==> src/rtl/spi_pkg.sv <==
// spi_pkg: shared FSM encoding, command field widths and command type constants
package spi_pkg;
    typedef enum logic [2:0] {IDLE, LAUNCH, WAIT_LOW, WAIT_HIGH, GAP} state_e;
    localparam int ADDR_W = 8;
    localparam int DATA_W = 8;
    localparam int FREQ_W = 10;
    localparam int CMD_W  = 1 + ADDR_W + DATA_W;
    localparam logic CMD_WR = 1'b0;
    localparam logic CMD_RD = 1'b1;
endpackage

==> src/rtl/spi_cmd_fifo.sv <==
// spi_cmd_fifo: synchronous command FIFO holding {rw, addr, wdata}; no bypass, head read combinationally
module spi_cmd_fifo
    import spi_pkg::*;
#(
    parameter int FIFO_DEPTH = 4,
    localparam int LW = $clog2(FIFO_DEPTH) + 1
) (
    input  logic             clock_i,
    input  logic             n_reset_i,
    input  logic             push_i,
    input  logic             pop_i,
    input  logic [CMD_W-1:0] din_i,
    output logic [CMD_W-1:0] dout_o,
    output logic             full_o,
    output logic             empty_o,
    output logic [LW-1:0]    level_o
);
    logic [CMD_W-1:0] mem_q [FIFO_DEPTH];
    logic [LW-2:0]    wr_q, rd_q;
    logic [LW-1:0]    level_q;
    logic             do_push, do_pop;

    assign full_o  = level_q == LW'(FIFO_DEPTH);
    assign empty_o = level_q == '0;
    assign level_o = level_q;
    assign dout_o  = mem_q[rd_q];
    // a full FIFO refuses pushes even when a pop frees a slot in the same cycle
    assign do_push = push_i & ~full_o;
    assign do_pop  = pop_i & ~empty_o;

    always_ff @(posedge clock_i or negedge n_reset_i) begin
        if (!n_reset_i) begin
            wr_q    <= '0;
            rd_q    <= '0;
            level_q <= '0;
        end else begin
            wr_q    <= do_push ? wr_q + 1'b1 : wr_q;
            rd_q    <= do_pop ? rd_q + 1'b1 : rd_q;
            level_q <= level_q + LW'(do_push) - LW'(do_pop);
        end
    end

    always_ff @(posedge clock_i) begin
        if (do_push) mem_q[wr_q] <= din_i;
    end
endmodule

==> src/rtl/spi_cmd_sequencer.sv <==
// spi_cmd_sequencer: queues read/write commands, drives spi_master start pulses,
// tracks ss for completion/timeout and returns one ordered response per command.
module spi_cmd_sequencer
    import spi_pkg::*;
#(
    parameter int FIFO_DEPTH   = 4,
    parameter int START_CYCLES = 10,
    parameter int GAP_CYCLES   = 16,
    parameter int TIMEOUT      = 4096,
    localparam int LW = $clog2(FIFO_DEPTH) + 1
) (
    input  logic              clock_i,
    input  logic              n_reset_i,
    input  logic              cmd_valid_i,
    output logic              cmd_ready_o,
    input  logic              cmd_rw_i,
    input  logic [ADDR_W-1:0] cmd_addr_i,
    input  logic [DATA_W-1:0] cmd_wdata_i,
    input  logic [FREQ_W-1:0] cfg_freq_i,
    output logic              rsp_valid_o,
    output logic              rsp_rw_o,
    output logic [ADDR_W-1:0] rsp_addr_o,
    output logic [DATA_W-1:0] rsp_rdata_o,
    output logic              rsp_timeout_o,
    output logic              busy_o,
    output logic [LW-1:0]     level_o,
    output logic              spi_start_wr_o,
    output logic              spi_start_re_o,
    output logic [ADDR_W-1:0] spi_addr_o,
    output logic [DATA_W-1:0] spi_wdata_o,
    output logic [FREQ_W-1:0] spi_freq_o,
    input  logic [DATA_W-1:0] spi_rdata_i,
    input  logic              spi_ss_i
);
    localparam int CW = $clog2(TIMEOUT + START_CYCLES + GAP_CYCLES + 1);

    state_e            state_q, state_d;
    logic [CW-1:0]     cnt_q, cnt_d;
    logic              ss_dly_q, early_q, early_d, rw_q, rw_d, timeout_q, timeout_d, valid_q, valid_d;
    logic [ADDR_W-1:0] addr_q, addr_d;
    logic [DATA_W-1:0] wdata_q, wdata_d, rdata_q, rdata_d;
    logic [FREQ_W-1:0] freq_q, freq_d;
    logic [CMD_W-1:0]  head;
    logic              full, empty, pop, ss_fall, ss_rise;

    assign ss_fall = ss_dly_q & ~spi_ss_i;
    assign ss_rise = ~ss_dly_q & spi_ss_i;
    assign pop     = (state_q == IDLE) & ~empty;

    spi_cmd_fifo #(.FIFO_DEPTH(FIFO_DEPTH)) u_fifo (
        .clock_i  (clock_i),
        .n_reset_i(n_reset_i),
        .push_i   (cmd_valid_i),
        .pop_i    (pop),
        .din_i    ({cmd_rw_i, cmd_addr_i, cmd_wdata_i}),
        .dout_o   (head),
        .full_o   (full),
        .empty_o  (empty),
        .level_o  (level_o)
    );

    always_comb begin
        state_d   = state_q;
        cnt_d     = cnt_q + 1'b1;
        early_d   = early_q;
        rw_d      = rw_q;
        addr_d    = addr_q;
        wdata_d   = wdata_q;
        freq_d    = freq_q;
        rdata_d   = rdata_q;
        timeout_d = timeout_q;
        unique case (state_q)
            IDLE: begin
                cnt_d = '0;
                if (!empty) begin
                    state_d                 = LAUNCH;
                    {rw_d, addr_d, wdata_d} = head;
                    freq_d                  = cfg_freq_i;
                    early_d                 = 1'b0;
                end
            end
            LAUNCH: begin
                early_d = early_q | ss_fall;
                if (cnt_q == CW'(START_CYCLES - 1)) begin
                    state_d = (early_q | ss_fall) ? WAIT_HIGH : WAIT_LOW;
                    cnt_d   = '0;
                end
            end
            WAIT_LOW: begin
                if (ss_fall) begin
                    state_d = WAIT_HIGH;
                    cnt_d   = '0;
                end else if (cnt_q == CW'(TIMEOUT - 1)) begin
                    state_d   = GAP;
                    cnt_d     = '0;
                    rdata_d   = '0;
                    timeout_d = 1'b1;
                end
            end
            WAIT_HIGH: begin
                if (ss_rise) begin
                    state_d   = GAP;
                    cnt_d     = '0;
                    rdata_d   = (rw_q == CMD_RD) ? spi_rdata_i : '0;
                    timeout_d = 1'b0;
                end else if (cnt_q == CW'(TIMEOUT - 1)) begin
                    state_d   = GAP;
                    cnt_d     = '0;
                    rdata_d   = '0;
                    timeout_d = 1'b1;
                end
            end
            GAP: begin
                if (cnt_q == CW'(GAP_CYCLES - 1)) begin
                    state_d = IDLE;
                    cnt_d   = '0;
                end
            end
            default: state_d = IDLE;
        endcase
        // registered pulse lands on the last GAP cycle
        valid_d = (state_d == GAP) && (cnt_d == CW'(GAP_CYCLES - 1));
    end

    always_ff @(posedge clock_i or negedge n_reset_i) begin
        if (!n_reset_i) begin
            state_q   <= IDLE;
            cnt_q     <= '0;
            ss_dly_q  <= 1'b1;
            early_q   <= 1'b0;
            rw_q      <= 1'b0;
            addr_q    <= '0;
            wdata_q   <= '0;
            freq_q    <= '0;
            rdata_q   <= '0;
            timeout_q <= 1'b0;
            valid_q   <= 1'b0;
        end else begin
            state_q   <= state_d;
            cnt_q     <= cnt_d;
            ss_dly_q  <= spi_ss_i;
            early_q   <= early_d;
            rw_q      <= rw_d;
            addr_q    <= addr_d;
            wdata_q   <= wdata_d;
            freq_q    <= freq_d;
            rdata_q   <= rdata_d;
            timeout_q <= timeout_d;
            valid_q   <= valid_d;
        end
    end

    assign cmd_ready_o    = ~full;
    assign busy_o         = (state_q != IDLE) | ~empty;
    assign spi_start_wr_o = (state_q == LAUNCH) & (rw_q == CMD_WR);
    assign spi_start_re_o = (state_q == LAUNCH) & (rw_q == CMD_RD);
    assign spi_addr_o     = addr_q;
    assign spi_wdata_o    = wdata_q;
    assign spi_freq_o     = freq_q;
    assign rsp_valid_o    = valid_q;
    assign rsp_rw_o       = rw_q;
    assign rsp_addr_o     = addr_q;
    assign rsp_rdata_o    = rdata_q;
    assign rsp_timeout_o  = timeout_q;
endmodule
==> config.mk <==
export PLATFORM = sky130hd
export DESIGN_NAME = spi_cmd_sequencer
export DESIGN_NICKNAME = d
export VERILOG_FILES = /design/src/rtl/spi_pkg.sv /design/src/rtl/spi_cmd_fifo.sv /design/src/rtl/spi_cmd_sequencer.sv
export SDC_FILE = /design/constraint.sdc
export NUM_CORES = 1
export LEC_CHECK = 0
export CAP_MARGIN = 0
export CORE_MARGIN = 1
export CORE_UTILIZATION = 45
export CTS_CLUSTER_DIAMETER = 120
export DETAILED_ROUTE_END_ITERATION = 10
export MAX_ROUTING_LAYER = met4
export PLACE_DENSITY = 0.69
export SLEW_MARGIN = 40
export SYNTH_ARGS = -nofsm -noshare
export SYNTH_HDL_FRONTEND = slang
export SYNTH_SLANG_ARGS = --single-unit
==> constraint.sdc <==
create_clock -name clock_i -period 3.72 [get_ports clock_i]
set_input_delay 0.744 -clock clock_i [delete_from_list [all_inputs] [get_ports clock_i]]
set_output_delay 0.744 -clock clock_i [all_outputs]
set_load 0.02 [all_outputs]
== After elaboration in Yosys (flattened, before gate mapping) ==
Memory sizes are Yosys's and may differ from the RTL's. A register that Yosys moved wholly into a read port is not among the register bits.
Index checks and enable logic that the tools add are counted.
Cells by class
  bitwise operators: 14
  equality and inequality tests: 12
  reduce and logical (&&, ||, !) cells: 10
  $add $sub $neg: 5
  multiplexer cells: 27
Operator list (number)
  13-bit 2-to-1 mux: 5
  13-bit one-hot mux with 5 select lines: 1
  13-bit by 4-bit equality test with 1-bit output, second input constant: 3
  8-bit 2-to-1 mux: 4
  3-bit 2-to-1 mux: 6
  8-bit one-hot mux with 2 select lines: 1
  3-bit one-hot mux with 5 select lines: 1
  13-bit by 1-bit adder with 13-bit output, second input constant: 1
  13-bit by 12-bit equality test with 1-bit output, second input constant: 1
  3-bit equality test, second input constant: 3
  1-bit AND: 7
  1-bit 2-to-1 mux: 7
  3-bit by 2-bit equality test with 1-bit output, second input constant: 2
  3-bit logical NOT: 2
  2-bit AND reduction: 3
  1-bit inverter: 5
  2-bit by 1-bit adder with 2-bit output, second input constant: 2
  2-bit != test, second input constant: 2
  1-bit one-hot mux with 2 select lines: 2
  2-bit nonzero test: 2
  3-bit by 1-bit adder with 3-bit output: 1
  3-bit by 1-bit equality test with 1-bit output, second input constant: 1
  3-bit nonzero test: 1
  3-bit by 1-bit subtractor with 3-bit output: 1
  other kinds (3): 4
Word-level totals
  input bits: 39
  bits in registers: 45
  memories: 1
  word-level logic and storage cells: 80
  output and inout bits: 52
  bits in writable memories: 68
Memories
  u_fifo.mem_q: words 4, bits a word 17, rd ports 1, clocked after Yosys merged registers in 1, write ports 1, line spi_cmd_fifo.sv:18  | logic [CMD_W-1:0] mem_q [FIFO_DEPTH];

== Logic depth before layout (Yosys ltp) ==
Gate-level depths: netlist of run 1.
  depth in word-level cells: 8
  gate-level depth with buffers: 11

== Cells and area by module ==
Synthesis of run 1 repeated with hierarchy kept, for this count alone.
Second synthesis, totals
  cells, all modules: 343
  area, all modules: 5504.0 um^2
By module, submodules not included
  spi_cmd_fifo: seq. area each 2217.1 um^2, times used 1, area each 2969.1 um^2, cells each 130
  spi_cmd_sequencer: seq. area each 1377.6 um^2, times used 1, area each 2534.9 um^2, cells each 213

== Worst setup path before layout of run 1 ==
OpenSTA, ideal clock, no wires.
  path kind: register -> register
  from: register state_q[0]
  to: register u_fifo.level_q[2], in the netlist u_fifo.level_o[2]
  path slack: 1.097 ns
  required time: 3.589 ns
  path buffers: 2
  stages on the path, launching flop included: 12
  clock period less this slack: 2.623 ns
  arrival: 2.493 ns
  setup time: 0.131 ns
  cell sequence: dfrtp_1 -> buf_6 -> or2_2 -> nor3_1 -> buf_2 -> ha_1 -> inv_1 -> ha_1 -> inv_1 -> fa_1 -> xnor2_1 -> xnor2_1
Between the ends
  word-level cells in the longest chain between the ends: 4
Ends and longest elaborated chain
  from (decl): line spi_cmd_sequencer.sv:37  | state_e state_q, state_d;
  from (signal assigned): line spi_cmd_sequencer.sv:139  | state_q <= state_d;
  3-bit logical NOT: line spi_cmd_sequencer.sv:48  | assign pop = (state_q == IDLE) & ~empty;
  1-bit AND: line spi_cmd_sequencer.sv:48
  named net pop: line spi_cmd_sequencer.sv:44  | logic full, empty, pop, ss_fall, ss_rise;
  1-bit AND: line spi_cmd_fifo.sv:29  | assign do_pop = pop_i & ~empty_o;
  3-bit by 1-bit subtractor with 3-bit output: line spi_cmd_fifo.sv:39  | level_q <= level_q + LW'(do_push) - LW'(do_pop);
  to (signal assigned): line spi_cmd_fifo.sv:39
  to (decl): line spi_cmd_fifo.sv:20  | logic [LW-1:0] level_q;
The timed path passes the listed nets, and every way through them passes these cells.
A chain may end at the register's enable or synchronous reset.

== Worst setup path in the final report of run 1 ==
  from: register state_q[0]
  to: output busy_o
Between the ends
  word-level cells in the longest chain between the ends: 2
Ends and longest elaborated chain
  3-bit nonzero test: line spi_cmd_sequencer.sv:154  | assign busy_o = (state_q != IDLE) | ~empty;
  1-bit bitwise OR: line spi_cmd_sequencer.sv:154
  to (decl): line spi_cmd_sequencer.sv:25  | output logic busy_o,
Every way passes these cells.

==> results of run 1 <==
cell type report:
| cell class | count | area (µm²) |
|---|---|---|
| Fill cell | 883 | 4630 |
| Sequential cell | 130 | 3600 |
| Multi-Input combinational cell | 176 | 1640 |
| Timing Repair Buffer | 95 | 936 |
| Clock buffer | 18 | 429 |
| Tap cell | 143 | 179 |
| Clock inverter | 14 | 120 |
| Inverter | 9 | 33.8 |
synth_stat cells, drive strengths merged, types with 6 or more instances:
master  count
mux4       17
inv         9
nand2      12
o21ai       6
a22o        8
buf        19
mux2       27
xnor2      10
and3        7
xor2        6
edfxtp     68
ha          8
nor3        8
nor2       24
dfrtp      61
critical path, delay by kind of cell (launching register included):
kind | cells | cell delay [ns]
flops | 1 | 0.48
simple gates | 2 | 0.56
buf+inv | 1 | 0.56
path summary, 6_finish.rpt:
path	from	end	slack [ns]	cells past startpoint
worst max-delay path	state_q[0]$_DFF_PN0_	busy_o	0.97	3
worst min-delay path	n_reset_i	rsp_addr_o[6]$_DFFE_PN0P_	0.32	1
worst max register to register	state_q[0]$_DFF_PN0_	u_fifo.level_o[2]$_DFF_PN0_	1.36	9
worst min register to register	early_q$_DFFE_PN0P_	early_q$_DFFE_PN0P_	0.49	2
max in group asynchronous	n_reset_i	rsp_rdata_o[1]$_DFFE_PN0P_	2.81	2
min in group clock_i	early_q$_DFFE_PN0P_	early_q$_DFFE_PN0P_	0.49	2
power breakdown:
group          leakage [nW]  internal [W]  switching, W  total, W
clock                 0.263      0.000872      0.000649   0.00152
sequential             1.39       0.00194      0.000262   0.00221
combinational         0.974       0.00107      0.000995   0.00206
sequential cells by signal, summed over array words and instances (netlist names):
| register | flops |
|---|---|
| u_fifo.mem_q | 68 |
| cnt_q | 13 |
| spi_freq_o | 10 |
| rsp_addr_o | 8 |
| rsp_rdata_o | 8 |
| spi_wdata_o | 8 |
| state_q | 3 |
| u_fifo.level_o | 3 |
| u_fifo.rd_q | 2 |
| u_fifo.wr_q | 2 |
| early_q | 1 |
| rsp_rw_o | 1 |
| rsp_timeout_o | 1 |
| rsp_valid_o | 1 |
| ss_dly_q | 1 |
layout by cell type, fill, tap and decap left out, types with 3 or more instances in the layout:
cell type | synthesis | final
sky130_fd_sc_hd__inv_6 | 0 | 6
sky130_fd_sc_hd__clkdlybuf4s50_1 | 0 | 89
sky130_fd_sc_hd__inv_1 | 9 | 9
sky130_fd_sc_hd__nand2_1 | 12 | 12
sky130_fd_sc_hd__nor2_1 | 24 | 24
sky130_fd_sc_hd__clkinvlp_4 | 0 | 3
sky130_fd_sc_hd__o21ai_0 | 6 | 6
sky130_fd_sc_hd__a22o_1 | 8 | 8
sky130_fd_sc_hd__and3_2 | 0 | 4
sky130_fd_sc_hd__mux2_2 | 27 | 27
sky130_fd_sc_hd__nor3_1 | 6 | 5
sky130_fd_sc_hd__edfxtp_1 | 68 | 68
sky130_fd_sc_hd__xnor2_1 | 10 | 10
sky130_fd_sc_hd__mux4_2 | 17 | 17
sky130_fd_sc_hd__nor3_2 | 2 | 3
sky130_fd_sc_hd__dfrtp_1 | 61 | 60
sky130_fd_sc_hd__nand3_1 | 3 | 3
sky130_fd_sc_hd__buf_4 | 10 | 6
sky130_fd_sc_hd__nand3b_1 | 3 | 3
sky130_fd_sc_hd__a21oi_1 | 4 | 4
sky130_fd_sc_hd__xor2_1 | 6 | 6
sky130_fd_sc_hd__nand4_1 | 3 | 3
sky130_fd_sc_hd__ha_1 | 8 | 8
sky130_fd_sc_hd__and3_1 | 7 | 3
sky130_fd_sc_hd__clkbuf_16 | 0 | 17
per-layer routing:
metal	vias up	track usage, %	share of wire, %
met5	-	-	0
met4	0	6.40	0.95
met3	9	6.42	5.1
met2	85	28.9	50
met1	1545	22.3	44
li1	1447	-	-
per-stage QoR:
step           std cells  hold WS, ns  instance area, µm²  power (W)  utilization (%)
3_5_place_dp         553        0.485                6390    0.00433             55.2
5_1_grt              585        0.345                6940    0.00612             60.0
3_3_place_gp         553        0.489                6380    0.00427             55.2
2_1_floorplan        338        0.448                5410    0.00354                -
4_1_cts              585        0.329                6940    0.00588             60.0
6_report             585        0.320                6940    0.00579             60.0
logic make-up after synthesis:
| logic type | share of synthesized area [%] |
|---|---|
| buffers and inverters | 3.44 |
| AO/OA/AOI/OAI | 4.00 |
| adder cells (fa/ha/maj) | 2.22 |
| flip-flops | 66.4 |
| XOR/XNOR | 2.59 |
| AND/OR/NAND/NOR | 8.67 |
| multiplexers | 12.7 |
==> results_tabular.tex, run 1 <==
\begin{tabular}{lr}
\hline
Metric & Value \\
\hline
\multicolumn{2}{l}{\textbf{Yosys}} \\
\quad Fraction of the yosys area taken by sequential cells & 66.4\% \\
\quad Library cell with the largest summed area after synthesis & sky130\_fd\_sc\_hd\_\_edfxtp\_1 \\
\quad Biggest area contributors in the synthesized netlist & sky130\_fd\_sc\_hd\_\_edfxtp\_1 38\%, sky130\_fd\_sc\_hd\_\_dfrtp\_1 28\%, sky130\_fd\_sc\_hd\_\_mux4\_2 7.1\% \\
\quad Mean cell area of the mapped netlist & 16.0 µm² \\
\quad Top-area cell type share of the netlist area & a little under two fifths \\
\quad Total of warnings raised by yosys & 0 \\
\quad Number of flip-flops and latches in the synthesized netlist & 130 \\
\quad Summed instance area of the synthesized netlist & around 0.0054 mm² \\
\quad EDFF count, synth & between 60 and 70 \\
\quad Synthesized net count & 386 \\
\quad Count of cell types in the netlist & between 50 and 60 \\
\quad Gate count of the mapped netlist & 338 \\
\quad Synth Flop Type & sky130\_fd\_sc\_hd\_\_edfxtp\_1 \\
\quad Share of synthesized registers carrying an async set or reset & 47.7\% \\
\multicolumn{2}{l}{\textbf{Route}} \\
\quad Total via count in the routed design & 3086 \\
\quad Post-detailed-route wirelength per cell & around 17 µm \\
\quad Drt total wl & roughly 10000 µm \\
\quad Residual DRC & 11 \\
\quad Iter 0 DRT Violations & 152 \\
\quad Pre-antenna DRT Iters & 7 \\
\quad Vias/cell & 5.28 \\
\quad Number of nets still failing antenna checks after routing & 0 \\
\multicolumn{2}{l}{\textbf{GRT}} \\
\quad First-pass GRT wire length & 16700 µm \\
\quad Number of antenna violations at the first check in global routing & 0 \\
\quad Overall routing resource usage & 18.5\% \\
\quad Congestion Overflow GR & 0 \\
\quad Vias in the first global route & 3260 \\
\quad Pin count of the biggest net entering global routing & 40 \\
\multicolumn{2}{l}{\textbf{Critical path}} \\
\quad Crit-path cells & or2\_2, nand3b\_1, clkdlybuf4s50\_1 \\
\quad Cell at the slowest stage of the critical path & sky130\_fd\_sc\_hd\_\_clkdlybuf4s50\_1 \\
\quad Top fanout value on the critical path & 11 \\
\quad Setup crit start kind & flip-flop \\
\quad Max incr delay on CP & $\sim$0.56 ns \\
\quad Data required time at the worst endpoint & 2.98 ns \\
\quad Kind of capture point of the worst setup path & output pin \\
\quad Classification of the worst setup path & flip-flop to output pin \\
\quad Arrival @ worst endpoint & 2.01 ns \\
\multicolumn{2}{l}{\textbf{Pwr}} \\
\quad Power density cells & 834 mW/mm² \\
\quad Static leakage & 2.63 nW \\
\quad Worst-case vdd ir drop & 0.499 mV \\
\multicolumn{2}{l}{\textbf{Floorplanning}} \\
\quad Die Width & between 100 and 150 µm \\
\quad Die span in y & 112 µm \\
\quad Core footprint & 0.0116 mm² \\
\quad Die area & 0.0125 mm² \\
\quad Initial core utilization & 46.8\% \\
\quad IO Pins & roughly 90 \\
\quad Site Rows & 39 \\
\multicolumn{2}{l}{\textbf{Layout}} \\
\quad Layout net count & 477 \\
\quad Diodes inserted & 0 \\
\quad Fraction of final layout cells with drive strength greater than 1 & 22.6\% \\
\quad Area growth, synth to finish & 28.1\% \\
\multicolumn{2}{l}{\textbf{Clock network}} \\
\quad Sink Count & 130 \\
\quad Count of hold-fix buffers inserted at cts & 0 \\
\quad Clock slew at the register clock pins of the worst setup and hold paths & 0.06 ns \\
\quad Resized cells post-CTS & 0 \\
\quad TritonCTS clock tree & done \\
\quad Number of levels the H-tree was split into & 4 \\
\quad Clock tree root driver cell & sky130\_fd\_sc\_hd\_\_clkbuf\_16 \\
\quad Later-pin clock latency in the skew report & 0.41 ns \\
\quad Inserted Clock Buffers & 17 \\
\quad Maximum buffer depth of the clock tree & 2 \\
\quad Number of buffers added for setup after CTS & 0 \\
\multicolumn{2}{l}{\textbf{Outcome}} \\
\quad Failing checks & DRC \\
\quad Status & finished, violations left \\
\multicolumn{2}{l}{\textbf{STA}} \\
\quad Post-layout worst setup margin & 0.968 ns \\
\quad Slew at the pin closest to its max-slew limit & between 0.5 and 0.6 ns \\
\quad Maximum clock rate & approximately 0.36 GHz \\
\quad Post-route setup TNS & 0 ns \\
\quad Time the final worst path needs with I/O delays and setup & 2.75 ns \\
\quad Final setup violation count & 0 \\
\quad Number of slew-limit violations in the final report & 0 \\
\quad Number of endpoints with negative hold slack in the final report & 0 \\
\quad Max transition margin & between 60 and 70\% \\
\quad Setup skew after layout & 0.00752 ns \\
\quad Unrepaired setup endpoints after global routing & no \\
\quad Final critical-path share of the clock period & 74.0\% \\
\multicolumn{2}{l}{\textbf{Placement}} \\
\quad Gp weighted congestion & roughly 0.81 \\
\quad HPWL Detailed & between 6000 and 7000 µm \\
\quad Count of input and output buffers & 90 \\
\quad Placement Setup Slack & 0.932 ns \\
\multicolumn{2}{l}{\textbf{Worst hold path}} \\
\quad HP Class & input port to async pin \\
\multicolumn{2}{l}{\textbf{Flow run}} \\
\quad Max capacitance violation total & 0 \\
\hline
\end{tabular}
No activity file was read; power rests on OpenSTA's default activity.
==> inputs of run 2 (changes only) <==
- clock period: 3.72 -> 2.6 ns (I/O delays scaled with it)
==> run 2 against run 1 <==
The flow still finishes with violations (DRC). Clock power grew 49%. Final cell count grew 1.2%. Non-clock buffer count grew 7. Wire length is 3.4% higher. Core utilization increased by 0.70 points. First-iteration DRC count decreased by 2.0%. Clock skew grew 0.0026 ns.
==> results_tabular.tex, run 2 (synthesis gave the netlist of run 1 again) <==
\begin{tabular}{lr}
\hline
Metric & Value \\
\hline
\multicolumn{2}{l}{\textbf{Outcome}} \\
\quad Status & finished, violations left \\
\quad Failing checks & DRC \\
\multicolumn{2}{l}{\textbf{Layout}} \\
\quad Final-layout fill cell count & 887 (+0.45\%) \\
\quad Commonest cells after routing, fill and taps aside & 89 x sky130\_fd\_sc\_hd\_\_clkdlybuf4s50\_1, 68 x sky130\_fd\_sc\_hd\_\_edfxtp\_1, 61 x sky130\_fd\_sc\_hd\_\_dfrtp\_1 \\
\quad Diodes inserted & 0 (unchanged) \\
\quad Most common cell after layout, fill and taps aside & sky130\_fd\_sc\_hd\_\_clkdlybuf4s50\_1 \\
\quad Most flops, register & u\_fifo.mem\_q \\
\quad Flip-flop count of the largest register, all copies and words added & 68 (unchanged) \\
\quad Final core area utilization & 60.7\% (+0.70 points) \\
\quad Fraction of final layout cells with drive strength greater than 1 & 22.5\% (-0.13 points) \\
\quad Layout net count & 484 (+1.5\%) \\
\quad Area growth, synth to finish & 29.6\% \\
\multicolumn{2}{l}{\textbf{STA}} \\
\quad Time the final worst path needs with I/O delays and setup & 2.47 ns \\
\quad Number of slew-limit violations in the final report & 0 (unchanged) \\
\quad Unrepaired setup endpoints after global routing & no \\
\quad Setup skew after layout & 0.0101 ns (+0.00262 ns) \\
\quad Maximum clock rate & a little over 0.4 GHz \\
\quad Number of endpoints with negative hold slack in the final report & 0 (unchanged) \\
\quad Post-route setup TNS & 0 ns (unchanged) \\
\quad Max transition margin & 55.1\% (-8.3 points) \\
\quad Final critical-path share of the clock period & 94.9\% \\
\quad Slew at the pin closest to its max-slew limit & 0.673 ns (+0.130 ns) \\
\quad Final setup violation count & 0 (unchanged) \\
\multicolumn{2}{l}{\textbf{Clock network}} \\
\quad Sink Count & 130 (unchanged) \\
\quad Count of hold-fix buffers inserted at cts & 0 (unchanged) \\
\quad Maximum buffer depth of the clock tree & 2 (unchanged) \\
\quad Clock slew at the register clock pins of the worst setup and hold paths & 0.06 ns (about the same) \\
\quad Clock tree root driver cell & sky130\_fd\_sc\_hd\_\_clkbuf\_16 \\
\quad TritonCTS clock tree & done \\
\quad Resized cells post-CTS & 0 (unchanged) \\
\quad Number of levels the H-tree was split into & 4 (unchanged) \\
\quad Inserted Clock Buffers & 17 (unchanged) \\
\quad Number of buffers added for setup after CTS & 0 (unchanged) \\
\quad Later-pin clock latency in the skew report & 0.41 ns (about the same) \\
\multicolumn{2}{l}{\textbf{Route}} \\
\quad Pre-antenna DRT Iters & 8 (+1) \\
\quad Residual DRC & 8 (-3) \\
\quad Drt total wl & 10300 µm (+3.4\%) \\
\quad Iter 0 DRT Violations & 149 (-2.0\%) \\
\quad Number of nets still failing antenna checks after routing & 0 (unchanged) \\
\quad Post-detailed-route wirelength per cell & 17.5 µm (+2.2\%) \\
\quad Vias/cell & 5.32 (+0.90\%) \\
\quad Total via count in the routed design & 3151 (+2.1\%) \\
\multicolumn{2}{l}{\textbf{Critical path}} \\
\quad RR Startpoint & cnt\_q[0]\$\_DFF\_PN0\_ \\
\quad Arrival @ worst endpoint & 1.95 ns (-0.06 ns) \\
\quad Cell at the slowest stage of the critical path & sky130\_fd\_sc\_hd\_\_clkdlybuf4s50\_1 \\
\quad Crit Reg-Reg Endpoint & rsp\_valid\_o\$\_DFF\_PN0\_ \\
\quad Classification of the worst setup path & flip-flop to output pin \\
\quad Crit-path cells & nor2\_1, nand2\_1, nor2\_1, clkdlybuf4s50\_1 \\
\quad Top fanout value on the critical path & 5 (-6) \\
\quad Data required time at the worst endpoint & 2.08 ns (-0.90 ns) \\
\quad Setup crit start kind & flip-flop \\
\quad Max incr delay on CP & 0.61 ns (+0.05 ns) \\
\quad Kind of capture point of the worst setup path & output pin \\
\quad Worst r2r path cells & 7 (-2) \\
\quad Reg2Reg Setup Slack & 0.34 ns (-1.02 ns) \\
\quad Cell mode on critical path & sky130\_fd\_sc\_hd\_\_nor2\_1 \\
\multicolumn{2}{l}{\textbf{Placement}} \\
\quad Gp weighted congestion & 0.834 (+3.2\%) \\
\quad Count of input and output buffers & 90 (unchanged) \\
\quad HPWL Detailed & 6540 µm (+1.1\%) \\
\multicolumn{2}{l}{\textbf{Worst hold path}} \\
\quad HP Class & input port to async pin \\
\multicolumn{2}{l}{\textbf{GRT}} \\
\quad Pin count of the biggest net entering global routing & 37 (-7.5\%) \\
\quad Congestion Overflow GR & 0 (unchanged) \\
\quad Number of antenna violations at the first check in global routing & 0 (unchanged) \\
\quad Vias in the first global route & 3365 (+3.2\%) \\
\quad First-pass GRT wire length & 17200 µm (+2.8\%) \\
\quad Overall routing resource usage & 18.8\% (+0.32 points) \\
\multicolumn{2}{l}{\textbf{Pwr}} \\
\quad Power density cells & 1200 mW/mm² (+44\%) \\
\quad Static leakage & 2.68 nW (+1.8\%) \\
\quad Worst-case vdd ir drop & 0.798 mV (+60\%) \\
\multicolumn{2}{l}{\textbf{Floorplanning}} \\
\quad Initial core utilization & 46.8\% (unchanged) \\
\quad Site Rows & 39 (unchanged) \\
\quad Die Width & 112 µm (unchanged) \\
\quad Core footprint & 0.0116 mm² (unchanged) \\
\quad Die area & 0.0125 mm² (unchanged) \\
\quad Die span in y & 112 µm (unchanged) \\
\quad IO Pins & 91 (unchanged) \\
\multicolumn{2}{l}{\textbf{Flow run}} \\
\quad Max capacitance violation total & 0 (unchanged) \\
\hline
\end{tabular}
## run 2: cell types whose count changed in the layout (fill, tap and decap cells not counted), sizes merged
cell,change
clkinv,+2
bufinv,+1
buf,+7
inv,-3
## run 2: worst max-delay path by stage
stage | slack (ns) | from | end | depth (start not counted)
final | 0.13 | state_q[2]$_DFF_PN0_ | spi_start_wr_o | 4
after global routing | 0.02 | state_q[2]$_DFF_PN0_ | spi_start_wr_o | 4
after CTS | 0.1 | u_fifo.level_o[2]$_DFF_PN0_ | busy_o | 3
after detailed placement | 0.28 | cmd_valid_i | u_fifo.level_o[2]$_DFF_PN0_ | 7
after global placement | 0.34 | cmd_valid_i | u_fifo.level_o[2]$_DFF_PN0_ | 7
after floorplan | 0.11 | state_q[0]$_DFF_PN0_ | u_fifo.level_o[2]$_DFF_PN0_ | 11
## run 2: through the flow
| stage | setup WS, ns | hold slack [ns] | instance area [µm²] | power, W | std cells |
|---|---|---|---|---|---|
| finish | 0.133 | 0.144 | 7020 | 0.00844 | 592 |
| global route | 0.0223 | 0.193 | 7020 | 0.00890 | 592 |
| CTS | 0.0984 | 0.153 | 7020 | 0.00856 | 592 |
| detailed placement | 0.279 | 0.491 | 6450 | 0.00626 | 560 |
| global placement | 0.342 | 0.487 | 6450 | 0.00619 | 560 |
| floorplan | 0.105 | 0.224 | 5420 | 0.00507 | 338 |
## run 2: layout make-up
type / instances / area [µm²] / area share, %
sequential: 130 / 3590 / 51.2
multi-input combinational: 176 / 1640 / 23.4
timing repair buffer: 102 / 998 / 14.2
clock buffer: 18 / 439 / 6.26
tap: 143 / 179 / 2.55
clock inverter: 14 / 129 / 1.84
inverter: 9 / 33.8 / 0.481
## run 2: worst max-delay path, delay by kind of cell, from the launching register on
kind / cells / cell delay, ns
DFF: 1 / 0.45
and+or+nand+nor: 3 / 0.48
buffers and inverters: 1 / 0.61
## run 2: report_power, final
part,internal (W),switching (W),total (W),leakage [nW]
sequential,0.00278,0.000314,0.00309,1.40
combinational,0.00157,0.00152,0.00309,1.01
clock,0.00135,0.000908,0.00226,0.271
## run 2: routing by layer
metal	up-vias	GRT usage [%]	wire, µm
li1	1459	-	-
met4	0	4.77	76
met2	87	29.5	5120
met5	-	-	0
met3	8	6.26	540
met1	1597	23.5	4600
==> inputs of run 3 (changes only) <==
- CORE_ASPECT_RATIO: default -> 1.1
==> run 3 against run 2 <==
The flow now finishes without violations. Setup slack worse by 0.022 ns. Die area about the same. Critical path type unchanged. Sequential cell count unchanged.
==> results_tabular.tex, run 3 (synthesis gave the netlist of run 1 again) <==
\begin{tabular}{lr}
\hline
Metric & Value \\
\hline
\multicolumn{2}{l}{\textbf{Outcome}} \\
\quad Status & finished clean \\
\multicolumn{2}{l}{\textbf{Route}} \\
\quad Pre-antenna DRT Iters & 4 (-4) \\
\quad Post-detailed-route wirelength per cell & 17.0 µm (-2.4\%) \\
\quad Number of nets still failing antenna checks after routing & 0 (unchanged) \\
\quad Iter 0 DRT Violations & 153 (+2.7\%) \\
\quad Vias/cell & 5.23 (-1.8\%) \\
\quad Total via count in the routed design & 3146 (-0.16\%) \\
\quad Drt total wl & 10300 µm (-0.74\%) \\
\quad Residual DRC & 0 (-8) \\
\multicolumn{2}{l}{\textbf{GRT}} \\
\quad Overall routing resource usage & 18.8\% (+0.048 points) \\
\quad Congestion Overflow GR & 0 (unchanged) \\
\quad Vias in the first global route & 3208 (-4.7\%) \\
\quad Most Crowded Layer GR & met2 \\
\quad Pin count of the biggest net entering global routing & 32 (-14\%) \\
\quad Grt met1 use & 22.6\% (-0.87 points) \\
\quad Grt met2 use & 30.6\% (+1.1 points) \\
\quad First-pass GRT wire length & 16600 µm (-3.4\%) \\
\quad GR met3 Demand/Resource & 3.99\% (-2.3 points) \\
\quad Number of antenna violations at the first check in global routing & 0 (unchanged) \\
\multicolumn{2}{l}{\textbf{Clock network}} \\
\quad Count of hold-fix buffers inserted at cts & 0 (unchanged) \\
\quad Inserted Clock Buffers & 17 (unchanged) \\
\quad Later-pin clock latency in the skew report & 0.41 ns (about the same) \\
\quad TritonCTS clock tree & done \\
\quad Clock slew at the register clock pins of the worst setup and hold paths & 0.06 ns (about the same) \\
\quad Sink Count & 130 (unchanged) \\
\quad Clock tree root driver cell & sky130\_fd\_sc\_hd\_\_clkbuf\_16 \\
\quad Number of levels the H-tree was split into & 4 (unchanged) \\
\quad Maximum buffer depth of the clock tree & 2 (unchanged) \\
\multicolumn{2}{l}{\textbf{STA}} \\
\quad Time the final worst path needs with I/O delays and setup & 2.49 ns (+0.0223 ns) \\
\quad Number of endpoints with negative hold slack in the final report & 0 (unchanged) \\
\quad Setup skew after layout & 0.00851 ns (-0.00163 ns) \\
\quad Slew at the pin closest to its max-slew limit & 0.505 ns (-0.169 ns) \\
\quad Final critical-path share of the clock period & 95.7\% (+0.86 points) \\
\quad Max transition margin & 66.3\% (+11 points) \\
\quad Final setup violation count & 0 (unchanged) \\
\quad Unrepaired setup endpoints after global routing & no \\
\quad Post-layout worst setup margin & 0.111 ns (-0.0223 ns) \\
\quad Post-route setup TNS & 0 ns (unchanged) \\
\quad Maximum clock rate & 0.402 GHz (-0.90\%) \\
\quad Number of slew-limit violations in the final report & 0 (unchanged) \\
\quad Final Hold Slack & 0.0692 ns (-0.0749 ns) \\
\multicolumn{2}{l}{\textbf{Layout}} \\
\quad Fraction of final layout cells with drive strength greater than 1 & 23.2\% (+0.74 points) \\
\quad Layout net count & 487 (+0.62\%) \\
\quad Commonest cells after routing, fill and taps aside & 89 x sky130\_fd\_sc\_hd\_\_clkdlybuf4s50\_1, 68 x sky130\_fd\_sc\_hd\_\_edfxtp\_1, 61 x sky130\_fd\_sc\_hd\_\_dfrtp\_1 \\
\quad Final core area utilization & 60.8\% (+0.11 points) \\
\quad Flip-flop count of the largest register, all copies and words added & 68 (unchanged) \\
\quad Diodes inserted & 0 (unchanged) \\
\quad Most common cell after layout, fill and taps aside & sky130\_fd\_sc\_hd\_\_clkdlybuf4s50\_1 \\
\quad Most flops, register & u\_fifo.mem\_q \\
\quad Final std cells w/o fill & 602 (+1.7\%) \\
\quad Final-layout fill cell count & 887 (unchanged) \\
\quad Area growth, synth to finish & 30.2\% \\
\multicolumn{2}{l}{\textbf{Placement}} \\
\quad HPWL Detailed & 6750 µm (+3.2\%) \\
\quad Placed Cells incl. Taps & 570 (+1.8\%) \\
\quad Count of input and output buffers & 90 (unchanged) \\
\quad Gp weighted congestion & 0.802 (-3.9\%) \\
\quad Placement Setup Slack & 0.308 ns (+0.0283 ns) \\
\multicolumn{2}{l}{\textbf{Flow run}} \\
\quad Max capacitance violation total & 0 (unchanged) \\
\multicolumn{2}{l}{\textbf{Critical path}} \\
\quad Reg2Reg Setup Slack & 0.32 ns (-0.02 ns) \\
\quad RR Startpoint & cnt\_q[0]\$\_DFF\_PN0\_ \\
\quad Data required time at the worst endpoint & 2.08 ns (about the same) \\
\quad Kind of capture point of the worst setup path & output pin \\
\quad Arrival @ worst endpoint & 1.97 ns (+0.02 ns) \\
\quad Crit Reg-Reg Endpoint & rsp\_valid\_o\$\_DFF\_PN0\_ \\
\quad Top fanout value on the critical path & 6 (+1) \\
\quad Worst r2r path cells & 7 (unchanged) \\
\quad Classification of the worst setup path & flip-flop to output pin \\
\quad Setup crit start kind & flip-flop \\
\multicolumn{2}{l}{\textbf{Pwr}} \\
\quad Worst-case vdd ir drop & 0.668 mV (-16\%) \\
\quad Static leakage & 2.70 nW (+0.81\%) \\
\quad Power density cells & 1200 mW/mm² (+0.12\%) \\
\multicolumn{2}{l}{\textbf{Floorplanning}} \\
\quad Die span in y & 117 µm (+4.8\%) \\
\quad Core footprint & 0.0116 mm² (+0.25\%) \\
\quad Initial core utilization & 46.7\% (-0.12 points) \\
\quad Site Rows & 41 (+5.1\%) \\
\quad Die Width & 107 µm (-4.6\%) \\
\quad IO Pins & 91 (unchanged) \\
\quad Die area & 0.0125 mm² (about the same) \\
\multicolumn{2}{l}{\textbf{Worst hold path}} \\
\quad HP Class & input port to async pin \\
\hline
\end{tabular}
## run 3: worst max path at each step
stage | startpoint | endpoint | slack (ns)
2_1_floorplan | state_q[0]$_DFF_PN0_ | u_fifo.level_o[2]$_DFF_PN0_ | 0.11
3_3_place_gp | cmd_valid_i | u_fifo.level_o[2]$_DFF_PN0_ | 0.37
3_5_place_dp | cmd_valid_i | u_fifo.level_o[2]$_DFF_PN0_ | 0.31
4_1_cts | u_fifo.level_o[2]$_DFF_PN0_ | busy_o | 0.07
5_1_grt | u_fifo.level_o[1]$_DFF_PN0_ | busy_o | 0.02
6_report | state_q[1]$_DFF_PN0_ | busy_o | 0.11
## run 3: metal layers
layer	vias up	part of all wire [%]
met2	81	52
met3	13	3.5
met5	-	0
li1	1468	-
met1	1584	43
met4	0	1.8
## run 3: through the flow
step / instance area (µm²) / power (W)
after floorplan: 5420 / 0.00507
after global placement: 6470 / 0.00621
after detailed placement: 6470 / 0.00628
after CTS: 7050 / 0.00861
after global routing: 7050 / 0.00895
final: 7050 / 0.00849
## run 3: where the power goes
group	internal, W	total (W)	switching, W	leakage, nW
Clock	0.00143	0.00228	0.000846	0.281
Combinational	0.00159	0.00309	0.00150	1.02
Sequential	0.00278	0.00312	0.000343	1.40
Total	0.00580	0.00849	0.00269	2.70
## run 3: area by class of cell
class	count	area [µm²]	area share (%)
Clock buffer	19	443	6.28
Clock inverter	13	134	1.90
Inverter	9	33.8	0.479
Multi-Input combinational cell	176	1650	23.4
Sequential cell	130	3590	51.0
Tap cell	150	188	2.66
Timing Repair Buffer	105	1010	14.3
## run 3: critical path: stages, from the launching register on
cell and delay [ns]:
sky130_fd_sc_hd__dfrtp_1 0.43, sky130_fd_sc_hd__or2_2 0.37, sky130_fd_sc_hd__nand3b_1 0.19, sky130_fd_sc_hd__clkdlybuf4s50_1 0.57
## run 3: repair_timing
action                                  in CTS  in global routing
buffers inserted                             0                  0
endpoints found under the setup margin       0                  1
hold endpoints to repair                     0                  0
resized for setup                            0                  1
